`src/rtl/ram_read_arbiter_if.sv`:
```
// ram_read_arbiter_if: channel-side and shared-bus signals of the RAM read arbiter
interface ram_read_arbiter_if #(
    parameter int CHANNELS     = 3,
    parameter int CHAN_WID     = 2,
    parameter int RAM_WID      = 32,
    parameter int RAM_WORD_WID = 16
);
    logic [CHANNELS*RAM_WID-1:0]      ram_dma_addr;
    logic [CHANNELS-1:0]              ram_read;
    logic [CHANNELS*RAM_WORD_WID-1:0] ram_word;
    logic [CHANNELS-1:0]              ram_valid;
    logic [RAM_WID-1:0]               bus_addr;
    logic                             bus_read;
    logic [RAM_WORD_WID-1:0]          bus_data;
    logic                             bus_ack;
    logic [CHAN_WID-1:0]              grant;
    logic [CHANNELS-1:0]              timeout_err;
    logic                             err_clear;

    modport slave (
        input  ram_dma_addr, ram_read, bus_data, bus_ack, err_clear,
        output ram_word, ram_valid, bus_addr, bus_read, grant, timeout_err
    );

    modport master (
        output ram_dma_addr, ram_read, bus_data, bus_ack, err_clear,
        input  ram_word, ram_valid, bus_addr, bus_read, grant, timeout_err
    );
endinterface

```
`src/rtl/ram_read_arbiter.sv`:
```
// ram_read_arbiter: round-robin sharing of one RAM read port among several channels
module ram_read_arbiter #(
    parameter int CHANNELS     = 3,
    parameter int CHAN_WID     = 2,
    parameter int RAM_WID      = 32,
    parameter int RAM_WORD_WID = 16,
    parameter int TIMEOUT      = 255,
    parameter int TIMEOUT_WID  = 8
) (
    input logic              clk,
    input logic              rst,
    ram_read_arbiter_if.slave io
);
    typedef enum logic [1:0] {IDLE, BUS_WAIT, HOLD_VALID} state_t;

    state_t                           state, state_n;
    logic [CHAN_WID-1:0]              grant, sel, rr_idx;
    logic [RAM_WID-1:0]               bus_addr;
    logic [CHANNELS*RAM_WORD_WID-1:0] ram_word;
    logic [CHANNELS-1:0]              timeout_err, grant_mask, ram_valid;
    logic [TIMEOUT_WID-1:0]           wait_cnt;
    logic                             any_req, granted_req, timed_out, accept, bus_read;

    assign any_req     = |io.ram_read;
    assign granted_req = io.ram_read[grant];
    assign grant_mask  = CHANNELS'(1) << grant;
    assign timed_out   = state == BUS_WAIT && !io.bus_ack && wait_cnt == TIMEOUT_WID'(TIMEOUT - 1);
    assign accept      = state == BUS_WAIT && io.bus_ack && granted_req;

    // Round-robin pick: scanning from farthest to nearest leaves the channel right after grant as winner
    always_comb begin
        sel    = grant;
        rr_idx = grant;
        for (int i = CHANNELS; i >= 1; i--) begin
            rr_idx = CHAN_WID'((int'(grant) + i) % CHANNELS);
            if (io.ram_read[rr_idx]) sel = rr_idx;
        end
    end

    // State register
    always_ff @(posedge clk) begin
        if (rst) state <= IDLE;
        else     state <= state_n;
    end

    // Next state; a withdrawn request still waits for the bus to answer before going idle
    always_comb begin
        state_n = state;
        case (state)
            IDLE:       state_n = any_req ? BUS_WAIT : IDLE;
            BUS_WAIT:   state_n = io.bus_ack ? (granted_req ? HOLD_VALID : IDLE) : (timed_out ? IDLE : BUS_WAIT);
            HOLD_VALID: state_n = granted_req ? HOLD_VALID : IDLE;
            default:    state_n = IDLE;
        endcase
    end

    // Strobes decoded from state so they can never outlive their state
    always_comb begin
        bus_read  = state == BUS_WAIT;
        ram_valid = state == HOLD_VALID ? grant_mask : '0;
    end

    // Datapath: grant/address latch, returned words, bus wait counter and sticky errors (set beats clear)
    always_ff @(posedge clk) begin
        if (rst) begin
            grant       <= CHAN_WID'(CHANNELS - 1);
            bus_addr    <= '0;
            ram_word    <= '0;
            timeout_err <= '0;
            wait_cnt    <= '0;
        end else begin
            wait_cnt    <= state == BUS_WAIT ? wait_cnt + TIMEOUT_WID'(1) : '0;
            timeout_err <= (io.err_clear ? '0 : timeout_err) | (timed_out ? grant_mask : '0);
            if (state == IDLE && any_req) begin
                grant    <= sel;
                bus_addr <= io.ram_dma_addr[int'(sel)*RAM_WID +: RAM_WID];
            end
            if (accept) ram_word[int'(grant)*RAM_WORD_WID +: RAM_WORD_WID] <= io.bus_data;
        end
    end

    assign io.bus_read    = bus_read;
    assign io.bus_addr    = bus_addr;
    assign io.ram_valid   = ram_valid;
    assign io.ram_word    = ram_word;
    assign io.grant       = grant;
    assign io.timeout_err = timeout_err;
endmodule

```
`src/flat_wrapper.sv`:
```
// flat-port wrapper written by rule: the top's interface ports become plain ports
module ram_read_arbiter_flat 
#(
    parameter int CHANNELS     = 3,
    parameter int CHAN_WID     = 2,
    parameter int RAM_WID      = 32,
    parameter int RAM_WORD_WID = 16,
    parameter int TIMEOUT      = 255,
    parameter int TIMEOUT_WID  = 8
)
  (clk, rst, io_ram_dma_addr, io_ram_read, io_bus_data, io_bus_ack, io_err_clear, io_ram_word, io_ram_valid, io_bus_addr, io_bus_read, io_grant, io_timeout_err);
  ram_read_arbiter_if #(.CHANNELS(CHANNELS), .CHAN_WID(CHAN_WID), .RAM_WID(RAM_WID), .RAM_WORD_WID(RAM_WORD_WID)) io_i ();
  input logic clk;
  input logic rst;
  input wire logic [$bits(io_i.ram_dma_addr)-1:0] io_ram_dma_addr;
  input wire logic [$bits(io_i.ram_read)-1:0] io_ram_read;
  input wire logic [$bits(io_i.bus_data)-1:0] io_bus_data;
  input wire logic [$bits(io_i.bus_ack)-1:0] io_bus_ack;
  input wire logic [$bits(io_i.err_clear)-1:0] io_err_clear;
  output wire logic [$bits(io_i.ram_word)-1:0] io_ram_word;
  output wire logic [$bits(io_i.ram_valid)-1:0] io_ram_valid;
  output wire logic [$bits(io_i.bus_addr)-1:0] io_bus_addr;
  output wire logic [$bits(io_i.bus_read)-1:0] io_bus_read;
  output wire logic [$bits(io_i.grant)-1:0] io_grant;
  output wire logic [$bits(io_i.timeout_err)-1:0] io_timeout_err;
  assign io_i.ram_dma_addr = io_ram_dma_addr;
  assign io_i.ram_read = io_ram_read;
  assign io_i.bus_data = io_bus_data;
  assign io_i.bus_ack = io_bus_ack;
  assign io_i.err_clear = io_err_clear;
  assign io_ram_word = io_i.ram_word;
  assign io_ram_valid = io_i.ram_valid;
  assign io_bus_addr = io_i.bus_addr;
  assign io_bus_read = io_i.bus_read;
  assign io_grant = io_i.grant;
  assign io_timeout_err = io_i.timeout_err;
  ram_read_arbiter #(.CHANNELS(CHANNELS), .CHAN_WID(CHAN_WID), .RAM_WID(RAM_WID), .RAM_WORD_WID(RAM_WORD_WID), .TIMEOUT(TIMEOUT), .TIMEOUT_WID(TIMEOUT_WID)) u_core (.clk(clk), .rst(rst), .io(io_i));
endmodule
```
`config.mk`:
```
export PLATFORM = sky130hd
export DESIGN_NAME = ram_read_arbiter_flat
export DESIGN_NICKNAME = d
export VERILOG_FILES = /design/src/rtl/ram_read_arbiter_if.sv /design/src/rtl/ram_read_arbiter.sv /design/src/flat_wrapper.sv
export SDC_FILE = /design/constraint.sdc
export NUM_CORES = 1
export LEC_CHECK = 0
export ABC_AREA = 1
export BUFFER_PORTS_ARGS = -buffer_cell sky130_fd_sc_hd__buf_2
export CORE_ASPECT_RATIO = 1.1
export CORE_MARGIN = 2
export CORE_UTILIZATION = 49
export DETAILED_ROUTE_END_ITERATION = 6
export PLACE_DENSITY_LB_ADDON = 0.2
export SYNTH_ARGS = -nofsm -noshare
export SYNTH_HDL_FRONTEND = slang
export SYNTH_SLANG_ARGS = --single-unit
export TNS_END_PERCENT = 10
```
`constraint.sdc`:
```
create_clock -name clk -period 2.78 [get_ports clk]
set_clock_uncertainty 0.1 [all_clocks]
set_input_delay 0.834 -clock clk [delete_from_list [all_inputs] [get_ports clk]]
set_output_delay 0.834 -clock clk [all_outputs]
set_load 0.01 [all_outputs]
```
==> impl_metrics.py, run 1 <==
metrics = {
    "placed_design": {
        "numPortBuffers": 207,
        "place_area_sq_um": 6380,
        "dpl.cell_count": 1130,
        "dp_hpwl_um": 11100,
        "finalWeightedCongestion": 0.945,
    },
    "worst_hold_path": {
        "hp-class": "flop to flop",
        "min-delay-start": "u_core.io.ram_word[25]",
    },
    "cts": {
        "clk_pin_slew_ns": 0.07,
        "clk_latency_ns": 0.34,
        "numCtsBuffers": 9,
        "h-tree-depth": 3,
        "cts_tree": "yes",
        "cts_hold_buf": 0,
        "clock-sinks": 95,
        "cts_setup_buffers": 0,
        "cts_root_buffer": "clkbuf_16",
        "ctsResizeCount": 0,
        "clockBufferDepth": 2,
    },
    "final_layout": {
        "fin_cells": 1147,
        "final_cell_area_sq_um": 6690,
        "drive_gt1_share_pct": 25.9,
        "area_growth_pct": 29.1,
        "final_util_pct": 64.6,
        "layout_commonest_cell": "buf_2",
        "final_cell_mix": "buf_2, inv_1, nor2_1, nand3_1, dfxtp_1",
        "fillCellCount": 1012,
        "nets": 1125,
        "multi_input_area_sq_um": 2550,
        "ff_latch_area_sq_um": 1900,
    },
    "worst_setup_path": {
        "r2r_cells": 13,
        "slowest_delay_ns": 0.31,
        "critPathKind": "flop to output port",
        "worstPathArrival_ns": 1.50,
        "cp.required_ns": 1.85,
        "crit_buf_inv": 3,
        "r2r_end": "u_core.io.bus_addr[28]",
        "reg2reg_slack_ns": 0.39,
        "cp-end-kind": "output port",
        "timing.critical_path.mode_cell": "inv_1",
        "path_cells": "inv_1 -> ha_1 -> inv_1 -> nor2_1 -> buf_2",
        "start_kind": "flop",
        "cp-endpoint": "io_ram_valid[2]",
        "crit_start": "u_core.io.grant[0]",
        "cpMaxStageDelayCell": "dfxtp_1",
        "rr_startpoint": "u_core.io.grant[0]",
        "path_depth": 5,
        "cp_max_fo": 6,
        "critical-path-top-delay-family": "buffers and inverters",
    },
    "timing": {
        "grt_setup_unrepaired": "false",
        "maxSlewHeadroom_pct": 56.0,
        "fmax_ghz": 0.410,
        "setup_violations": 0,
        "period_share_pct": 87.7,
        "fin_tns_setup_ns": 0,
        "slew_viol_final": 0,
        "min_period_ns": 2.44,
        "worst_pin_slew_ns": 0.660,
        "finalHoldViolCount": 0,
    },
    "synthesis": {
        "synth.distinct_cells": 30,
        "synth_warnings": 0,
        "syn_avg_cell_area_sq_um": 6.40,
        "synthCells": 810,
        "synth_area_sq_um": 5180,
        "ys_ff_latch": 95,
        "syn_nets": 937,
        "seq_area_frac_synth_pct": 36.7,
    },
    "pwr": {
        "max-vdd-ir-drop_mv": 0.697,
        "p_clk_share_pct": 18.6,
        "p_int_uw": 3660,
        "swShare_pct": 45.7,
        "p_leak_uw": 0.00343,
        "power.density_nw_per_um2": 1010,
        "netSwitchingPower_uw": 3070,
        "pwr-share-seq_pct": 25.8,
        "combPwrFrac_pct": 55.5,
    },
    "global_route": {
        "antenna_found_initial": 1,
        "grt_usage_pct": 26.9,
        "grt_max_degree": 58,
        "grt_pass1_vias": 5281,
        "overflow": 0,
        "grt_pass1_wl_um": 24800,
    },
    "routing": {
        "drt-total-wl_um": 15300,
        "wl_per_cell_um": 13.3,
        "dr.pass1.iters": 7,
        "via_count": 5775,
        "avgViaCountPerCell": 5.03,
        "ant_nets": 0,
        "drcViolationCount": 0,
        "first_iter_violations": 379,
    },
    "status": {
        "status": "finished clean",
    },
    "floorplan": {
        "start_util_pct": 50.1,
        "io_pins": 208,
        "die_h_um": 112,
        "die_area_sq_um": 11400,
        "core_sq_um": 10300,
        "num_rows": 39,
        "die_w_um": 102,
    },
    "flow_run": {
        "drv_cap": 0,
    },
}
[synth_stat cells]
library cell / number / area (sq um)
clkbuf_1: 31 / 116
buf_2: 12 / 60.1
nor2_1: 119 / 447
or2_2: 1 / 6.26
nand4_1: 2 / 12.5
clkinv_1: 1 / 3.75
nor3_2: 1 / 10.0
o211a_1: 1 / 10.0
dfxtp_1: 95 / 1900
xnor2_1: 2 / 17.5
a21oi_1: 90 / 450
a21boi_2: 1 / 11.3
o21ai_0: 75 / 375
nand2_2: 3 / 18.8
inv_1: 132 / 495
nor4_1: 1 / 6.26
a311oi_2: 1 / 15.0
inv_2: 6 / 22.5
nor2_4: 1 / 11.3
buf_4: 4 / 30.0
a21boi_1: 1 / 7.51
o21ai_1: 2 / 10.0
nand2_1: 88 / 330
o31ai_2: 1 / 12.5
nor3_1: 3 / 15.0
nand2_4: 4 / 45.0
nand3b_1: 8 / 60.1
buf_1: 2 / 7.51
nand3_1: 114 / 571
ha_1: 8 / 100
[per-layer routing]
| metal | GRT usage, % | wire (um) |
|---|---|---|
| met5 | 0 | 0 |
| met1 | 33.2 | 6200 |
| met4 | 11.9 | 520 |
| met2 | 44.8 | 7330 |
| met3 | 5.46 | 1260 |
[worst min-delay path by stage]
stage | to | slack, ns | cells past startpoint
after CTS | u_core.io.ram_word[26] | 0.34 | 2
after global routing | u_core.io.ram_word[25] | 0.36 | 2
after detailed placement | u_core.io.ram_word[26] | 0.33 | 2
after global placement | u_core.io.ram_word[28] | 0.33 | 2
after floorplan | u_core.wait_cnt[0] | 0.33 | 1
final | u_core.io.ram_word[25] | 0.34 | 2
[stage by stage]
stage / worst slack, ns / hold WS, ns / total power [uW]
after floorplan: 0.406 / 0.330 / 4310
after global placement: 0.311 / 0.328 / 5470
after detailed placement: 0.245 / 0.331 / 5480
after CTS: 0.349 / 0.341 / 6750
after global routing: 0.113 / 0.357 / 7260
final: 0.342 / 0.338 / 6730
[power groups by stage]
stage | logic (uW) | clock network, uW | registers, uW
6_report | 3740 | 1250 | 1740
5_1_grt | 4160 | 1330 | 1770
4_1_cts | 3740 | 1270 | 1740
3_5_place_dp | 3730 | 0 | 1760
3_3_place_gp | 3700 | 0 | 1760
2_1_floorplan | 2440 | 0 | 1880
[area by class of cell]
class	count	area share, %
Multi-Input combinational cell	527	38.2
Clock buffer	11	3.63
Antenna cell	1	0.0374
Timing Repair Buffer	226	18.4
Inverter	139	7.80
Clock inverter	5	0.861
Sequential cell	95	28.4
Tap cell	143	2.68
[cells by family (layout without fill, tap and decap cells)]
family          count (synthesis)  in the layout  synth area share [%]
simple gates                  345            345                  29.6
buf+inv                       188            381                  14.2
compound gates                172            172                  17.2
flops                          95             95                  36.7
fa+ha+maj                       8              8                  1.93
xor+xnor                        2              2                 0.338
other cells                     0              1                     0
[worst reg2reg max path: stages, from the launching register on]
cell     delay, ns
dfxtp_1       0.33
inv_1         0.12
ha_1          0.45
inv_2         0.07
o21ai_1       0.10
nand2_1       0.11
nand2_1       0.07
nand2_1       0.06
nand2_2       0.15
buf_4         0.31
nand3_1       0.12
nor2_1        0.11
nor2_1        0.04
a21oi_1       0.16
[registers in the layout, summed over array words and instances (netlist names)]
name,flops
u_core.io.ram_word,48
u_core.wait_cnt,8
u_core.state,2
u_core.io.bus_addr,32
u_core.io.timeout_err,3
u_core.io.grant,2
No activity file was read; power rests on OpenSTA's default activity.
==> inputs of run 2 (changes only) <==
BUFFER_PORTS_ARGS = -buffer_cell sky130_fd_sc_hd__buf_4   (was -buffer_cell sky130_fd_sc_hd__buf_2)
==> run 2 against run 1 <==
Effect of this change: clock-buffer cell count decreased by 1; routed wire length increased by 5.9%; setup slack improved by 0.059 ns; design area increased by 7.8%; maximum frequency increased by 2.5%; register-to-register slack improved by 0.07 ns; critical path type unchanged; critical path depth unchanged; largest power group unchanged; highest routed layer unchanged; sequential share of layout area decreased by 2.1 points; first-iteration DRC count decreased by 22%.
==> impl_metrics.py, run 2 (synthesis results as in run 1) <==
metrics = {
    "worst_setup_path": {
        "critPathKind": "flop to output port",
        "crit_start": "u_core.io.grant[0]",
        "worstPathArrival_ns": 1.45,
        "cp_max_fo": 6,
        "start_kind": "flop",
        "reg2reg_slack_ns": 0.46,
        "rr_startpoint": "u_core.io.grant[1]",
        "cp-endpoint": "io_ram_valid[2]",
        "r2r_end": "u_core.io.bus_addr[8]",
        "cp.required_ns": 1.85,
        "r2r_cells": 13,
        "cp-end-kind": "output port",
    },
    "routing": {
        "first_iter_violations": 295,
        "wl_per_cell_um": 14.1,
        "via_count": 5849,
        "avgViaCountPerCell": 5.09,
        "drcViolationCount": 0,
        "ant_nets": 0,
        "drt-total-wl_um": 16200,
        "dr.pass1.iters": 5,
    },
    "floorplan": {
        "die_w_um": 102,
        "core_sq_um": 10300,
        "die_h_um": 112,
        "start_util_pct": 50.1,
        "die_area_sq_um": 11400,
        "num_rows": 39,
        "io_pins": 208,
    },
    "global_route": {
        "grt_pass1_wl_um": 26300,
        "antenna_found_initial": 0,
        "overflow": 0,
        "grt_usage_pct": 28.5,
        "grt_max_degree": 37,
        "grt_pass1_vias": 5751,
    },
    "timing": {
        "min_period_ns": 2.38,
        "finalHoldViolCount": 0,
        "maxSlewHeadroom_pct": 56.6,
        "worst_pin_slew_ns": 0.651,
        "period_share_pct": 85.6,
        "finalWorstSetupSlack_ns": 0.401,
        "setup_violations": 0,
        "slew_viol_final": 0,
        "fmax_ghz": 0.420,
        "fin_tns_setup_ns": 0,
        "grt_setup_unrepaired": "false",
    },
    "placed_design": {
        "dp_hpwl_um": 11700,
        "pre_cts_ws_ns": 0.342,
        "numPortBuffers": 207,
        "finalWeightedCongestion": 0.929,
        "dpl.cell_count": 1133,
    },
    "final_layout": {
        "final_util_pct": 69.7,
        "largest_register_ffs": 48,
        "reg.largest.list": "u_core.io.ram_word (48), u_core.io.bus_addr (32), u_core.wait_cnt (8)",
        "drive_gt1_share_pct": 26.2,
        "regMostFlops": "u_core.io.ram_word",
        "fin_cells": 1148,
        "final_cell_mix": "buf_4, inv_1, nor2_1, nand3_1, dfxtp_1",
        "layout_commonest_cell": "buf_4",
        "n_antenna_cell": 0,
        "nets": 1128,
        "area_growth_pct": 39.2,
    },
    "pwr": {
        "p_clk_share_pct": 18.4,
        "combPwrFrac_pct": 56.4,
        "power.density_nw_per_um2": 962,
        "p_int_uw": 3820,
        "netSwitchingPower_uw": 3120,
        "p_leak_uw": 0.00354,
        "pwr-share-seq_pct": 25.2,
        "swShare_pct": 45.0,
        "max-vdd-ir-drop_mv": 0.611,
    },
    "status": {
        "status": "finished clean",
    },
    "worst_hold_path": {
        "hp-class": "flop to flop",
    },
    "cts": {
        "cts_hold_buf": 0,
        "numCtsBuffers": 9,
        "clk_latency_ns": 0.35,
        "clockBufferDepth": 2,
        "h-tree-depth": 3,
        "clock-sinks": 95,
        "clk_pin_slew_ns": 0.07,
        "cts_tree": "yes",
        "cts_setup_buffers": 0,
        "cts_root_buffer": "clkbuf_16",
        "ctsResizeCount": 0,
    },
    "flow_run": {
        "drv_cap": 0,
    },
}
## run 2: power groups by stage
stage	clock [uW]	sequential (uW)	combinational, uW
3_5_place_dp	0	1770	3890
5_1_grt	1340	1780	4310
3_3_place_gp	0	1780	3850
6_report	1280	1750	3910
4_1_cts	1270	1750	3900
2_1_floorplan	0	1880	2440
## run 2: worst min path at each step
stage	start	endpoint	slack (ns)	cells after the start
2_1_floorplan	u_core.wait_cnt[0]	u_core.wait_cnt[0]	0.33	1
3_3_place_gp	u_core.io.ram_word[20]	u_core.io.ram_word[20]	0.33	2
3_5_place_dp	u_core.io.ram_word[43]	u_core.io.ram_word[43]	0.34	2
4_1_cts	u_core.io.ram_word[43]	u_core.io.ram_word[43]	0.35	2
5_1_grt	u_core.io.ram_word[43]	u_core.io.ram_word[43]	0.36	2
6_report	u_core.io.ram_word[25]	u_core.io.ram_word[25]	0.34	2
## run 2: final cells by class
type	instances	area (sq um)
Inverter	139	522
Tap cell	143	179
Sequential cell	95	1900
Timing Repair Buffer	229	1760
Clock inverter	5	56.3
Clock buffer	10	239
Fill cell	958	3140
Multi-Input combinational cell	527	2550
## run 2: per-layer routing
| layer | share of wire [%] | up-vias | track usage [%] |
|---|---|---|---|
| met5 | 0 | - | 0 |
| met4 | 3.1 | 0 | 11.4 |
| met3 | 8.6 | 41 | 6.09 |
| met2 | 48 | 285 | 47.7 |
| met1 | 40 | 2568 | 35.4 |
| li1 | - | 2955 | - |
## run 2: stage by stage
| stage | hold slack [ns] | instance area [sq um] | total power (uW) |
|---|---|---|---|
| 6_report | 0.341 | 7210 | 6940 |
| 5_1_grt | 0.359 | 7210 | 7420 |
| 4_1_cts | 0.345 | 7210 | 6920 |
| 3_5_place_dp | 0.336 | 6910 | 5660 |
| 3_3_place_gp | 0.332 | 6910 | 5630 |
| 2_1_floorplan | 0.330 | 5180 | 4310 |
## run 2: critical path, cell delays in order (launching register included)
cell and delay (ns):
dfxtp_1 0.31, inv_1 0.17, ha_1 0.26, inv_1 0.11
nor2_1 0.11, buf_4 0.12
==> inputs of run 3 (changes only) <==
CTS_BUF_LIST = sky130_fd_sc_hd__clkbuf_16   (was not set)
GPL_TIMING_DRIVEN = 0   (was not set)
RECOVER_POWER = 100   (was not set)
==> run 3 against run 2 <==
Effect of this change: die area stayed put; non-clock buffer count increased by 26; utilization shrank 3.3 points; routed wire length down 1.5%; setup slack worse by 0.29 ns; critical path type unchanged; largest power group unchanged.
==> impl_metrics.py, run 3 (synthesis results as in run 1) <==
metrics = {
    "status": {
        "status": "finished clean",
    },
    "floorplan": {
        "core_sq_um": 10300,
        "die_area_sq_um": 11400,
        "die_h_um": 112,
        "num_rows": 39,
        "die_w_um": 102,
        "io_pins": 208,
        "start_util_pct": 50.1,
    },
    "timing": {
        "min_period_ns": 2.67,
        "finalWorstSetupSlack_ns": 0.110,
        "fmax_ghz": 0.375,
        "period_share_pct": 96.0,
        "worst_pin_slew_ns": 0.645,
        "finalHoldViolCount": 0,
        "grt_setup_unrepaired": "false",
        "fin_tns_setup_ns": 0,
        "slew_viol_final": 0,
        "setup_violations": 0,
        "maxSlewHeadroom_pct": 57.0,
    },
    "worst_hold_path": {
        "holdPathEnd": "u_core.io.ram_word[43]",
        "hold_depth": 2,
        "min-delay-start": "u_core.io.ram_word[43]",
        "hp-class": "flop to flop",
    },
    "pwr": {
        "netSwitchingPower_uw": 3060,
        "pwr-share-seq_pct": 26.9,
        "p_leak_uw": 0.00316,
        "max-vdd-ir-drop_mv": 0.809,
        "power.density_nw_per_um2": 957,
        "p_clk_share_pct": 19.2,
        "swShare_pct": 46.5,
        "p_int_uw": 3510,
        "combPwrFrac_pct": 53.9,
    },
    "final_layout": {
        "ff_latch_area_sq_um": 1900,
        "nets": 1154,
        "drive_gt1_share_pct": 16.6,
        "reg.largest.list": "u_core.io.ram_word (48), u_core.io.bus_addr (32), u_core.wait_cnt (8)",
        "fin_cells": 1175,
        "n_antenna_cell": 0,
        "area_growth_pct": 32.5,
        "final_cell_mix": "inv_1, buf_4, nor2_1, clkbuf_1, nand3_1",
        "multi_input_area_sq_um": 2520,
        "fillCellCount": 1053,
        "layout_commonest_cell": "inv_1",
        "regMostFlops": "u_core.io.ram_word",
        "largest_register_ffs": 48,
    },
    "routing": {
        "ant_nets": 0,
        "drcViolationCount": 0,
        "m1WireLength_um": 6620,
        "wl_per_cell_um": 13.6,
        "avgViaCountPerCell": 5.04,
        "drt-total-wl_um": 16000,
        "first_iter_violations": 332,
        "wl_met2_um": 7490,
        "dr.max_layer_used": "met4",
        "met3_length_um": 1400,
        "via_count": 5924,
        "dr.pass1.iters": 5,
    },
    "cts": {
        "h-tree-depth": 3,
        "clk_pin_slew_ns": 0.07,
        "numCtsBuffers": 9,
        "clock-sinks": 95,
        "cts_setup_buffers": 0,
        "cts_tree": "yes",
        "cts_root_buffer": "clkbuf_16",
        "clk_latency_ns": 0.34,
        "clockBufferDepth": 2,
    },
    "global_route": {
        "grt_pass1_vias": 5410,
        "grt_pass1_wl_um": 25100,
        "grt_usage_pct": 27.5,
        "overflow": 0,
        "antenna_found_initial": 0,
        "grt_max_degree": 19,
    },
    "worst_setup_path": {
        "cp.required_ns": 1.85,
        "cp-end-kind": "output port",
        "rr_startpoint": "u_core.io.grant[0]",
        "r2r_end": "u_core.io.bus_addr[31]",
        "r2r_cells": 14,
        "cp_max_fo": 18,
        "worstPathArrival_ns": 1.74,
        "start_kind": "flop",
        "critPathKind": "flop to output port",
        "reg2reg_slack_ns": 0.21,
    },
    "placed_design": {
        "numPortBuffers": 207,
        "finalWeightedCongestion": 0.957,
        "dpl.cell_count": 1160,
        "pre_cts_ws_ns": 0.0550,
        "dp_hpwl_um": 12500,
    },
    "flow_run": {
        "drv_cap": 0,
    },
}
run 3: cell count changes in the layout (fill, tap and decap cells not counted), moves of 2 or more:
| cell | previous run | this run |
|---|---|---|
| buf_1 | 0 | 2 |
| buf_12 | 3 | 0 |
| buf_2 | 0 | 11 |
| buf_4 | 226 | 124 |
| clkbuf_1 | 0 | 117 |
| clkinv_2 | 2 | 4 |
| dfxtp_1 | 95 | 93 |
| dfxtp_2 | 0 | 2 |
run 3: layer usage:
metal  vias up  GRT usage [%]
met4         0           10.8
met1      2615           33.6
met3        33           6.78
li1       3008              -
met2       268           45.9
met5         -              0
run 3: layout make-up:
type,instances,area share [%]
plain buffers,48,3.06
clock buffers,9,3.28
clock inverters,7,1.02
inverters,139,7.62
multi-input cells,527,36.8
flip-flops and latches,95,27.7
well taps,143,2.61
repair buffers,207,17.9
run 3: power groups by stage:
stage,Clock (uW),Combinational [uW],Sequential [uW]
finish,1260,3540,1770
CTS,1270,3730,1770
floorplan,0,2440,1880
global placement,0,3680,1790
global route,1320,3970,1790
detailed placement,0,3710,1790
run 3: through the flow:
stage	hold slack (ns)	instance area (sq um)	total power [uW]	util (%)
after floorplan	0.330	5180	4310	-
after global placement	0.334	6910	5470	66.8
after detailed placement	0.338	6910	5500	66.8
after CTS	0.348	7210	6770	69.7
after global routing	0.360	6860	7090	66.4
final	0.343	6860	6570	66.4
run 3: timing repair:
action,in CTS,in global routing
endpoints found under the setup margin,1,31
hold buffers,0,0
resized for setup,1,2
run 3: worst max path at each step:
stage | from | endpoint | slack, ns
after floorplan | u_core.io.grant[0] | io_ram_valid[0] | 0.41
after global placement | u_core.io.grant[0] | io_ram_valid[0] | 0.05
after detailed placement | u_core.io.grant[0] | io_ram_valid[0] | 0.05
after CTS | u_core.io.grant[0] | io_ram_valid[0] | 0.02
after global routing | u_core.io.grant[0] | u_core.io.bus_addr[7] | 0.01
final | u_core.io.grant[0] | io_ram_valid[0] | 0.11
run 3: worst max-delay path: stages, from the launching register on:
cell and delay, ns:
dfxtp_2 0.38, inv_1 0.18, ha_1 0.24, clkinv_2 0.24
nor2_1 0.21, buf_4 0.14
